--- src/rtl/mips_pkg.sv ---
// Shared MIPS core constants: ALU op codes, mul/div op encodings and the
// mul/div FSM state encoding.
package mips_pkg;

    // ALU operation select
    localparam logic [3:0] ALU_ADD = 4'd0;
    localparam logic [3:0] ALU_SUB = 4'd1;
    localparam logic [3:0] ALU_AND = 4'd2;
    localparam logic [3:0] ALU_OR  = 4'd3;
    localparam logic [3:0] ALU_XOR = 4'd4;
    localparam logic [3:0] ALU_NOR = 4'd5;
    localparam logic [3:0] ALU_SLT = 4'd6;
    localparam logic [3:0] ALU_SLL = 4'd7;

    // Mul/div op: bit 1 selects divide, bit 0 selects signed
    localparam logic [1:0] MD_MULTU = 2'b00;
    localparam logic [1:0] MD_MULT  = 2'b01;
    localparam logic [1:0] MD_DIVU  = 2'b10;
    localparam logic [1:0] MD_DIV   = 2'b11;

    // Mul/div FSM states
    localparam logic [1:0] ST_IDLE = 2'd0;
    localparam logic [1:0] ST_MUL  = 2'd1;
    localparam logic [1:0] ST_DIV  = 2'd2;
    localparam logic [1:0] ST_FIX  = 2'd3;

endpackage

--- src/rtl/mips_muldiv_dp.sv ---
// Mul/div datapath: operand capture, shift-add / restoring-divide step,
// sign fix and the architectural HI/LO registers.
// Optional MIPS_MULDIV_EARLY_OUT_EN: exposes the "remaining multiplier bits
// are zero" flag and realigns a short-cut product by the remaining count.
module mips_muldiv_dp
    import mips_pkg::*;
#(
    parameter int WIDTH = 32,
    parameter int CNTW  = $clog2(WIDTH) + 1
) (
    input  logic             clk,
    input  logic             rst,
    input  logic             load,
    input  logic [1:0]       op,
    input  logic [WIDTH-1:0] a,
    input  logic [WIDTH-1:0] b,
    input  logic             step_mul,
    input  logic             step_div,
    input  logic             commit,
    input  logic             wr_hi,
    input  logic             wr_lo,
`ifdef MIPS_MULDIV_EARLY_OUT_EN
    input  logic [CNTW-1:0]  cnt,
    output logic             mul_rest_zero,
`endif
    output logic [WIDTH-1:0] hi,
    output logic [WIDTH-1:0] lo
);

    logic [WIDTH-1:0]   md;       // multiplicand or divisor magnitude
    logic [WIDTH-1:0]   mq;       // multiplier, or dividend shifting into quotient
    logic [WIDTH-1:0]   rem;
    logic [2*WIDTH-1:0] prod;
    logic [WIDTH-1:0]   a_raw;
    logic               sign_q;
    logic               sign_r;
    logic               div_zero;
    logic               is_div;

    logic               is_signed;
    logic [WIDTH-1:0]   a_mag;
    logic [WIDTH-1:0]   b_mag;
    logic [WIDTH:0]     sum;
    logic [WIDTH:0]     shifted;
    logic [WIDTH:0]     diff;
    logic [2*WIDTH-1:0] prod_adj;
    logic [2*WIDTH-1:0] prod_fix;
    logic [WIDTH-1:0]   quo_fix;
    logic [WIDTH-1:0]   rem_fix;

    assign is_signed = op[0];
    assign a_mag     = (is_signed && a[WIDTH-1]) ? -a : a;
    assign b_mag     = (is_signed && b[WIDTH-1]) ? -b : b;

    // One shift-add step and one restoring-divide step, computed every cycle
    always_comb begin
        sum     = {1'b0, prod[2*WIDTH-1:WIDTH]} + (mq[0] ? {1'b0, md} : '0);
        shifted = {rem, mq[WIDTH-1]};
        diff    = shifted - {1'b0, md};
    end

    // Result realignment and sign fix applied in FIX
    always_comb begin
`ifdef MIPS_MULDIV_EARLY_OUT_EN
        prod_adj = prod >> cnt;
`else
        prod_adj = prod;
`endif
        prod_fix = sign_q ? -prod_adj : prod_adj;
        quo_fix  = sign_q ? -mq : mq;
        rem_fix  = sign_r ? -rem : rem;
    end

`ifdef MIPS_MULDIV_EARLY_OUT_EN
    assign mul_rest_zero = (mq[WIDTH-1:1] == '0);
`endif

    // Operand capture and iteration registers
    always_ff @(posedge clk or posedge rst) begin
        if (rst) begin
            md       <= '0;
            mq       <= '0;
            rem      <= '0;
            prod     <= '0;
            a_raw    <= '0;
            sign_q   <= 1'b0;
            sign_r   <= 1'b0;
            div_zero <= 1'b0;
            is_div   <= 1'b0;
        end else if (load) begin
            md       <= op[1] ? b_mag : a_mag;
            mq       <= op[1] ? a_mag : b_mag;
            rem      <= '0;
            prod     <= '0;
            a_raw    <= a;
            sign_q   <= is_signed & (a[WIDTH-1] ^ b[WIDTH-1]);
            sign_r   <= is_signed & a[WIDTH-1];
            div_zero <= op[1] & (b == '0);
            is_div   <= op[1];
        end else if (step_mul) begin
            prod <= {sum, prod[WIDTH-1:1]};
            mq   <= mq >> 1;
        end else if (step_div) begin
            // diff[WIDTH] set means the trial subtract borrowed
            if (!diff[WIDTH]) begin
                rem <= diff[WIDTH-1:0];
                mq  <= {mq[WIDTH-2:0], 1'b1};
            end else begin
                rem <= shifted[WIDTH-1:0];
                mq  <= {mq[WIDTH-2:0], 1'b0};
            end
        end
    end

    // Architectural HI/LO: result commit or MTHI/MTLO
    always_ff @(posedge clk or posedge rst) begin
        if (rst) begin
            hi <= '0;
            lo <= '0;
        end else if (commit) begin
            if (!is_div) begin
                hi <= prod_fix[2*WIDTH-1:WIDTH];
                lo <= prod_fix[WIDTH-1:0];
            end else if (div_zero) begin
                hi <= a_raw;
                lo <= '1;
            end else begin
                hi <= rem_fix;
                lo <= quo_fix;
            end
        end else begin
            if (wr_hi) hi <= a;
            if (wr_lo) lo <= a;
        end
    end

endmodule

--- src/rtl/mips_muldiv.sv ---
// Iterative MIPS multiply/divide unit: FSM, iteration counter and
// busy/done handshake around mips_muldiv_dp.
// Optional MIPS_MULDIV_EARLY_OUT_EN: MUL leaves for FIX once the remaining
// multiplier bits are all zero (after at least one iteration).
//
// state | meaning
// IDLE  | waiting; accepts start, mthi, mtlo
// MUL   | one shift-add iteration per cycle
// DIV   | one restoring-divide iteration per cycle
// FIX   | sign fix and HI/LO write, then IDLE
module mips_muldiv
    import mips_pkg::*;
#(
    parameter int WIDTH = 32,
    parameter int CNTW  = $clog2(WIDTH) + 1
) (
    input  logic             clk,
    input  logic             rst,
    input  logic             start,
    input  logic [1:0]       op,
    input  logic [WIDTH-1:0] a,
    input  logic [WIDTH-1:0] b,
    input  logic             flush,
    input  logic             mthi,
    input  logic             mtlo,
    output logic             busy,
    output logic             done,
    output logic [WIDTH-1:0] hi,
    output logic [WIDTH-1:0] lo
);

    localparam logic [CNTW-1:0] CNT_INIT = CNTW'(WIDTH);

    logic [1:0]      state;
    logic [1:0]      state_nx;
    logic [CNTW-1:0] cnt;
    logic            idle;
    logic            accept;
    logic            last_iter;
    logic            mul_exit;
`ifdef MIPS_MULDIV_EARLY_OUT_EN
    logic            mul_rest_zero;
`endif

    assign idle      = (state == ST_IDLE);
    assign accept    = idle && start && !flush;
    assign last_iter = (cnt == CNTW'(1));
    assign busy      = !idle;

`ifdef MIPS_MULDIV_EARLY_OUT_EN
    assign mul_exit = last_iter || mul_rest_zero;
`else
    assign mul_exit = last_iter;
`endif

    // Next-state logic; flush always wins
    always_comb begin
        state_nx = state;
        case (state)
            ST_IDLE: if (accept) state_nx = op[1] ? ST_DIV : ST_MUL;
            ST_MUL:  if (flush) state_nx = ST_IDLE;
                     else if (mul_exit) state_nx = ST_FIX;
            ST_DIV:  if (flush) state_nx = ST_IDLE;
                     else if (last_iter) state_nx = ST_FIX;
            default: state_nx = ST_IDLE;
        endcase
    end

    // State register
    always_ff @(posedge clk or posedge rst) begin
        if (rst) state <= ST_IDLE;
        else     state <= state_nx;
    end

    // Iteration down-counter; in FIX it holds the count left by an early exit
    always_ff @(posedge clk or posedge rst) begin
        if (rst)
            cnt <= '0;
        else if (accept)
            cnt <= CNT_INIT;
        else if (flush || state == ST_FIX)
            cnt <= '0;
        else if (state == ST_MUL || state == ST_DIV)
            cnt <= cnt - 1'b1;
    end

    // Registered one-cycle done pulse following a committed FIX
    always_ff @(posedge clk or posedge rst) begin
        if (rst) done <= 1'b0;
        else     done <= (state == ST_FIX) && !flush;
    end

    mips_muldiv_dp #(
        .WIDTH (WIDTH),
        .CNTW  (CNTW)
    ) u_dp (
        .clk           (clk),
        .rst           (rst),
        .load          (accept),
        .op            (op),
        .a             (a),
        .b             (b),
        .step_mul      (state == ST_MUL && !flush),
        .step_div      (state == ST_DIV && !flush),
        .commit        (state == ST_FIX && !flush),
        .wr_hi         (idle && mthi && !start && !flush),
        .wr_lo         (idle && mtlo && !start && !flush),
`ifdef MIPS_MULDIV_EARLY_OUT_EN
        .cnt           (cnt),
        .mul_rest_zero (mul_rest_zero),
`endif
        .hi            (hi),
        .lo            (lo)
    );

endmodule

--- config.mk ---
export PLATFORM = sky130hd
export DESIGN_NAME = mips_muldiv
export DESIGN_NICKNAME = d
export VERILOG_FILES = /design/src/rtl/mips_pkg.sv /design/src/rtl/mips_muldiv_dp.sv /design/src/rtl/mips_muldiv.sv
export SDC_FILE = /design/constraint.sdc
export NUM_CORES = 1
export LEC_CHECK = 0
export CORE_MARGIN = 1
export CORE_UTILIZATION = 62
export CTS_CLUSTER_DIAMETER = 200
export DETAILED_ROUTE_END_ITERATION = 8
export PLACE_DENSITY_LB_ADDON = 0.2
export SYNTH_ARGS = -nofsm -noshare
export SYNTH_HDL_FRONTEND = slang
export SYNTH_SLANG_ARGS = --single-unit
--- constraint.sdc ---
create_clock -name clk -period 22.3 [get_ports clk]
set_input_delay 5.575 -clock clk [delete_from_list [all_inputs] [get_ports clk]]
set_output_delay 5.575 -clock clk [all_outputs]
set_load 0.01 [all_outputs]
* Yosys cells after proc, flatten, opt, wreduce, memory -nomap -nowiden
Cells that the tools add are included.
** Word-level totals
- Flip-flop bits (word level) :: 269
- Bits in latches :: 0
- Memory bits (writable) :: 0
- ROM bits :: 0
- Bits of input ports :: 72
- Output and inout port bits :: 66
- Logic and storage cells :: 96
- Memories kept :: 0
** Cells by class
- Add/sub/neg operators :: 8
- Multiply operators :: 0
- Divide/modulo/power cells :: 0
- Order comparisons :: 0
- Equality and inequality tests :: 7
- Shifts and indexed selects :: 0
- Mux-type cells :: 34
- Bitwise gates (word level) :: 4
- Reduce and logical (&&, ||, !) cells :: 29
** Operator list (number)
- 32-bit two-way mux :: 22
- 64-bit two-way mux :: 3
- 32-bit negation :: 4
- 64-bit negation :: 1
- 32-bit by 33-bit adder with 33-bit output :: 1
- 33-bit by 32-bit subtractor with 33-bit output :: 1
- 32-bit zero test :: 1
- 6-bit two-way mux :: 3
- 1-bit logical AND :: 13
- 2-bit two-way mux :: 4
- 2-bit nonzero test :: 4
- 6-bit by 1-bit == test with 1-bit output (second input constant) :: 1
- 3-bit nonzero test :: 2
- 6-bit by 1-bit subtractor with 6-bit output (second input constant) :: 1
- 2-bit == test (second input constant) :: 2
- 2-bit case mux with 2 select lines :: 1
- 2-bit AND reduction :: 2
- 1-bit bitwise AND :: 3
- 1-bit zero test :: 3
- 3-bit by 1-bit != test with 1-bit output (second input constant) :: 1
- 2-bit by 1-bit == test with 1-bit output (second input constant) :: 1
- 2-bit zero test :: 1
- 1-bit logical OR :: 2
- 2-bit by 1-bit != test with 1-bit output (second input constant) :: 1
- other kinds (4) :: 4

* Longest topological paths before layout
- Depth after elaboration :: 6
- Depth in mapped cells :: 15
- Depth with buffers taken out :: 13

* Hierarchy
Synthesis repeated with hierarchy kept, for this count alone.
** Unflattened totals
- Cells, all modules :: 2388
- Area total of the unflattened synthesis :: 20508.4 µm²
** Modules (own cells, without submodules)
- mips_muldiv_dp :: times used 1, cells an instance 2328, area an instance 19916.6 µm², seq. area each 6506.2 µm²
- mips_muldiv :: times used 1, cells an instance 60, area an instance 591.8 µm², seq. area each 225.2 µm²

* Worst setup path after synthesis
Ideal clock, no wire load.
- Path kind :: input to register
- Start :: input port b[0]
- End :: register u_dp.md[28]
- Library setup time :: 0.130 ns
- Data arrival time :: 7.671 ns
- Required time :: 22.170 ns
- Path slack :: 14.499 ns
- Cell stages on the path :: 12
- Path buffers :: 0
- Path through :: inv_1 > ha_1 > or3b_2 > nor4_2 > and3_1 > nand3b_1 > nor3_1 > nor2_1 > xnor2_1 > nand2_1 > o211ai_1 > o21ai_0
** On the way
- Cells in the longest elaborated chain, start to end :: 3
** RTL lines
- start, declared :: line mips_muldiv.sv:22 : input logic [WIDTH-1:0] b,
- 32-bit negation :: line mips_muldiv_dp.sv:53 : assign b_mag = (is_signed && b[WIDTH-1]) ? -b : b;
- 32-bit two-way mux :: line mips_muldiv_dp.sv:53
- 32-bit two-way mux :: line mips_muldiv_dp.sv:91 : md <= op[1] ? b_mag : a_mag;
- end signal, assigned :: line mips_muldiv_dp.sv:91
- end, declared :: line mips_muldiv_dp.sv:30 : logic [WIDTH-1:0] md;
Every way passes these cells.
A chain may end at the register's enable or synchronous reset.

* Worst setup path after layout
- Start :: input port flush
- End :: register u_dp.rem[2]
** On the way
- Cells in the longest elaborated chain, start to end :: 4
- Elaborated cells between the ends (all ways) :: 8
- Classes of those cells :: 1 x eq/ne; 1 x mux; 6 x reduce/logical
** RTL lines
- start, declared :: line mips_muldiv.sv:23 : input logic flush,
- 1-bit zero test (*) :: line mips_muldiv.sv:46, mips_muldiv.sv:103, mips_muldiv.sv:104
- 1-bit logical AND (on tied branches) :: line mips_muldiv.sv:46, mips_muldiv.sv:103, mips_muldiv.sv:104
- 2-bit != test (no line) / 2-bit nonzero test (equally long branches)
- 2-bit AND reduction (no line)
- end signal, assigned :: line mips_muldiv_dp.sv:106 : rem <= diff[WIDTH-1:0];
- end signal, assigned :: line mips_muldiv_dp.sv:109 : rem <= shifted[WIDTH-1:0];
- end, declared :: line mips_muldiv_dp.sv:32 : logic [WIDTH-1:0] rem;
Mark *: on every way between the ends. The rest lies on a longest branch, timed or not.

==> metrics.csv <==
stage;metric;value;unit
status;status;complete, no violations;
flow_run;Max-Cap Viols;0;
logic_synthesis;sequential share of the synthesized area;0.331;
setup_path;R2R depth;14;
final_layout;final non-filler cell total;3016;
grt;largest net degree at the start of global routing;136;
final_layout;Core Util, Final;0.719;
setup_path;Critical Path, Cell by Cell;clkdlybuf4s50_1 > nor2b_4 > buf_4 > nor2_1 > nand2_1 > o311ai_0;
sta;Min Hold Slack;477;ps
floorplan;Die ar.;33500;sq um
sta;Pins Over Slew Limit;0;
floorplan;Initial Util;0.637;
setup_path;CP startpoint kind;input port;
clock_tree;CTS H-Tree Depth;2;
setup_path;CP Launch Point;flush;
logic_synthesis;FF+latch count, synth;269;
logic_synthesis;post-synthesis instance total;2527;
logic_synthesis;top post-synthesis cells by count;nand2_1 (456), dfrtp_1 (269), o21ai_0 (219);
sta;setup TNS;0;ps
logic_synthesis;XOR/XNOR Fraction of Synth Area;0.102;
final_layout;layout cells sized above 1;0.0477;
clock_tree;Clock transition at path regs;60;ps
grt;initial antenna violation count;0;
floorplan;boundary pin count;138;
logic_synthesis;top post-synthesis cells by area;dfrtp_1 (33%), nand2_1 (8.4%), xnor2_1 (6.4%);
clock_tree;CTS resizes;0;
grt;vias in the first global route;18767;
place;Placement Setup Slack;13250;ps
logic_synthesis;post-synth top area share;0.331;
pwr;net switching power;1.30;mW
final_layout;Syn-to-layout area delta;12.9;%
pwr;Power Total;2.88;mW
pwr;Switching Share;0.451;
logic_synthesis;synth unique cells;79;
floorplan;Core Rows;65;
sta;clk_skew;23.1;ps
logic_synthesis;Synth Area in Adders;0.0482;
place;number of buffers added on ports;137;
sta;Hold Vio Cnt, Final;0;
logic_synthesis;Synth Area per Inst;8.04;sq um
detailed_routing;Post-Route WL;67.9;mm
floorplan;CORE AREA;31900;sq um
sta;final setup vio count;0;
pwr;Worst VDD drop;0.0683;mV
pwr;Comb power frac;0.504;
setup_path;CP arrival;9130;ps
place;GPL Wtd Cong;0.968;
logic_synthesis;Synth Flop Type;dfrtp_1;
final_layout;nets;2707;
logic_synthesis;Net Count, Synth;2676;
clock_tree;Hold-fix buffers, CTS;0;
detailed_routing;drt drc;0;
detailed_routing;First-pass DRT Iterations;5;
setup_path;worst path bufs/invs;2;
detailed_routing;total vias in the final route;20198;
sta;fin crit period;8750;ps
grt;grt total ovfl;0;
sta;Fmax;114;MHz
place;placed cell areas;21800;sq um
grt;first-pass GRT wire length;106;mm
clock_tree;later-pin clock latency in the skew report;530;ps
logic_synthesis;Syn. warnings;0;
sta;worst slew margin relative to its limit;0.157;
sta;RSZ-0062 raised after global routing;no;
clock_tree;CTS tree;done;
setup_path;critical-path maximum fanout;27;
setup_path;R2R Path End;u_dp.rem[0]$_DFFE_PP0P_;
detailed_routing;antenna-violating nets left;0;
sta;pin slew with the least headroom to its limit;1260;ps
grt;GRT Resource Usage Total;0.409;
sta;crit share post-route;0.392;
logic_synthesis;Synth Area in Compound Gates;0.233;
clock_tree;Root Buffer;clkbuf_16;
logic_synthesis;Synth async-reset ratio;1.00;
floorplan;die height;183;microns
logic_synthesis;Post-synth EDFFs;0;
detailed_routing;average wire per cell in the routed design;22.5;microns
clock_tree;CTS Buffer Depth;3;
logic_synthesis;Mapped Area;20300;sq um
clock_tree;total CTS buffers;34;
setup_path;Worst setup endpoint;u_dp.rem[2]$_DFFE_PP0P_;
logic_synthesis;mux contribution to synthesized area;0.0542;
setup_path;Worst EP required;22690;ps
logic_synthesis;largest family of logic cells by synthesized area;compound AO/OA/AOI/OAI gates;
pwr;PD cells;126;nW/um^2
setup_path;crit end category;register;
clock_tree;Clock Sinks;269;
pwr;Clock power frac;0.193;
clock_tree;Setup Buffers After CTS;0;
final_layout;fin area;22900;sq um
sta;post-route worst setup slack;13550;ps
hold_path;Hold Path Class;register to register;
setup_path;crit path max-delay cell type;nand2_1;
detailed_routing;initial drt markers;2533;
setup_path;Crit. path cell count;6;
setup_path;register-to-register setup slack;17770;ps
logic_synthesis;Synth area leader;dfrtp_1;
setup_path;Crit path largest cell delay;940;ps
detailed_routing;via/cell ratio;6.70;
logic_synthesis;most frequent cell after synthesis;nand2_1;
place;post-DP HPWL;48.3;mm
place;placed insts;2957;
setup_path;reg-to-reg startpoint;u_dp.mq[31]$_DFFE_PP0P_;
setup_path;kind of cell adding the most delay to the critical path;simple AND/OR/NAND/NOR gates;
pwr;leakage power;9.73;nW
final_layout;Filler cells;2529;
final_layout;n_diodes;0;
pwr;total internal power;1.58;mW
logic_synthesis;Synth Area in Simple Gates;0.188;
floorplan;Die W;183;microns
setup_path;kind of critical path;input port to register;
pwr;sequential power share;0.304;
## routing by layer
metal  vias up  track usage  share of wire
met5         -            0              0
met4         0        0.237          0.065
met3       238       0.0824           0.11
met2      1279        0.624           0.44
met1      9671        0.541           0.39
li1       9010            -              -
## registers in the layout, indices dropped and copies added (netlist names), 2 cells and up
register,flops
cnt,6
u_dp.rem,32
u_dp.a_raw,32
u_dp.md,32
u_dp.prod,64
u_dp.hi,32
state,2
u_dp.lo,32
u_dp.mq,32
## power by group through the flow
stage               combinational, mW  sequential [mW]  clock (mW)
floorplan                       0.990            0.804           0
global placement                 1.37            0.862           0
detailed placement               1.41            0.866           0
CTS                              1.42            0.860       0.557
global route                     1.58            0.885       0.579
finish                           1.45            0.875       0.555
## layout make-up
type | instances | area [sq um] | area share
multi-input cells | 2026 | 12700 | 0.556
well taps | 435 | 544 | 0.0237
inverters | 66 | 255 | 0.0111
clock inverters | 11 | 111 | 0.00486
flip-flops and latches | 269 | 6740 | 0.294
clock buffers | 48 | 995 | 0.0434
repair buffers | 161 | 1550 | 0.0674
## worst min-delay path by stage
stage                                          start                          to  slack, ps  depth (start not counted)
after detailed placement   u_dp.a_raw[4]$_DFFE_PP0P_   u_dp.a_raw[4]$_DFFE_PP0P_        460                          2
after global routing         u_dp.md[12]$_DFFE_PP0P_     u_dp.md[12]$_DFFE_PP0P_        490                          1
after floorplan           u_dp.a_raw[10]$_DFFE_PP0P_  u_dp.a_raw[10]$_DFFE_PP0P_        450                          2
after CTS                  u_dp.a_raw[4]$_DFFE_PP0P_   u_dp.a_raw[4]$_DFFE_PP0P_        480                          2
after global placement    u_dp.a_raw[11]$_DFFE_PP0P_  u_dp.a_raw[11]$_DFFE_PP0P_        460                          2
final                     u_dp.a_raw[18]$_DFFE_PP0P_  u_dp.a_raw[18]$_DFFE_PP0P_        480                          2
## cell usage in the layout, fill, tap and decap left out, types with 10 or more instances in the layout
cell / count
nand2_1: 456
dfrtp_1: 266
o21ai_0: 219
a21oi_1: 201
nor2_1: 173
xnor2_1: 149
clkdlybuf4s50_1: 136
mux2i_1: 101
xor2_1: 88
ha_1: 75
inv_1: 62
o211ai_1: 52
o31ai_1: 42
a21o_1: 36
o221ai_1: 36
clkbuf_16: 35
nand3_1: 34
nand2b_1: 33
nor3_1: 29
o21ai_1: 25
or3_1: 24
buf_4: 24
a211oi_1: 22
o41ai_1: 18
nor2b_1: 16
a31oi_1: 15
nor4_1: 14
or4_1: 14
o21bai_1: 10
## tightest hold or removal path: cells and delay by family, from the launching register on
| family | cells | cell delay [ps] |
|---|---|---|
| and+or+nand+nor | 2 | 100 |
| DFF | 1 | 340 |
## cells by family after synthesis
kind of cell	after synthesis
and+or+nand+nor	852
DFF	269
buffers and inverters	232
AOI/OAI and AO/OA	751
adders and majority gates	77
xor gates and xnor gates	237
muxes	109
(Power assumes the default switching activity.)
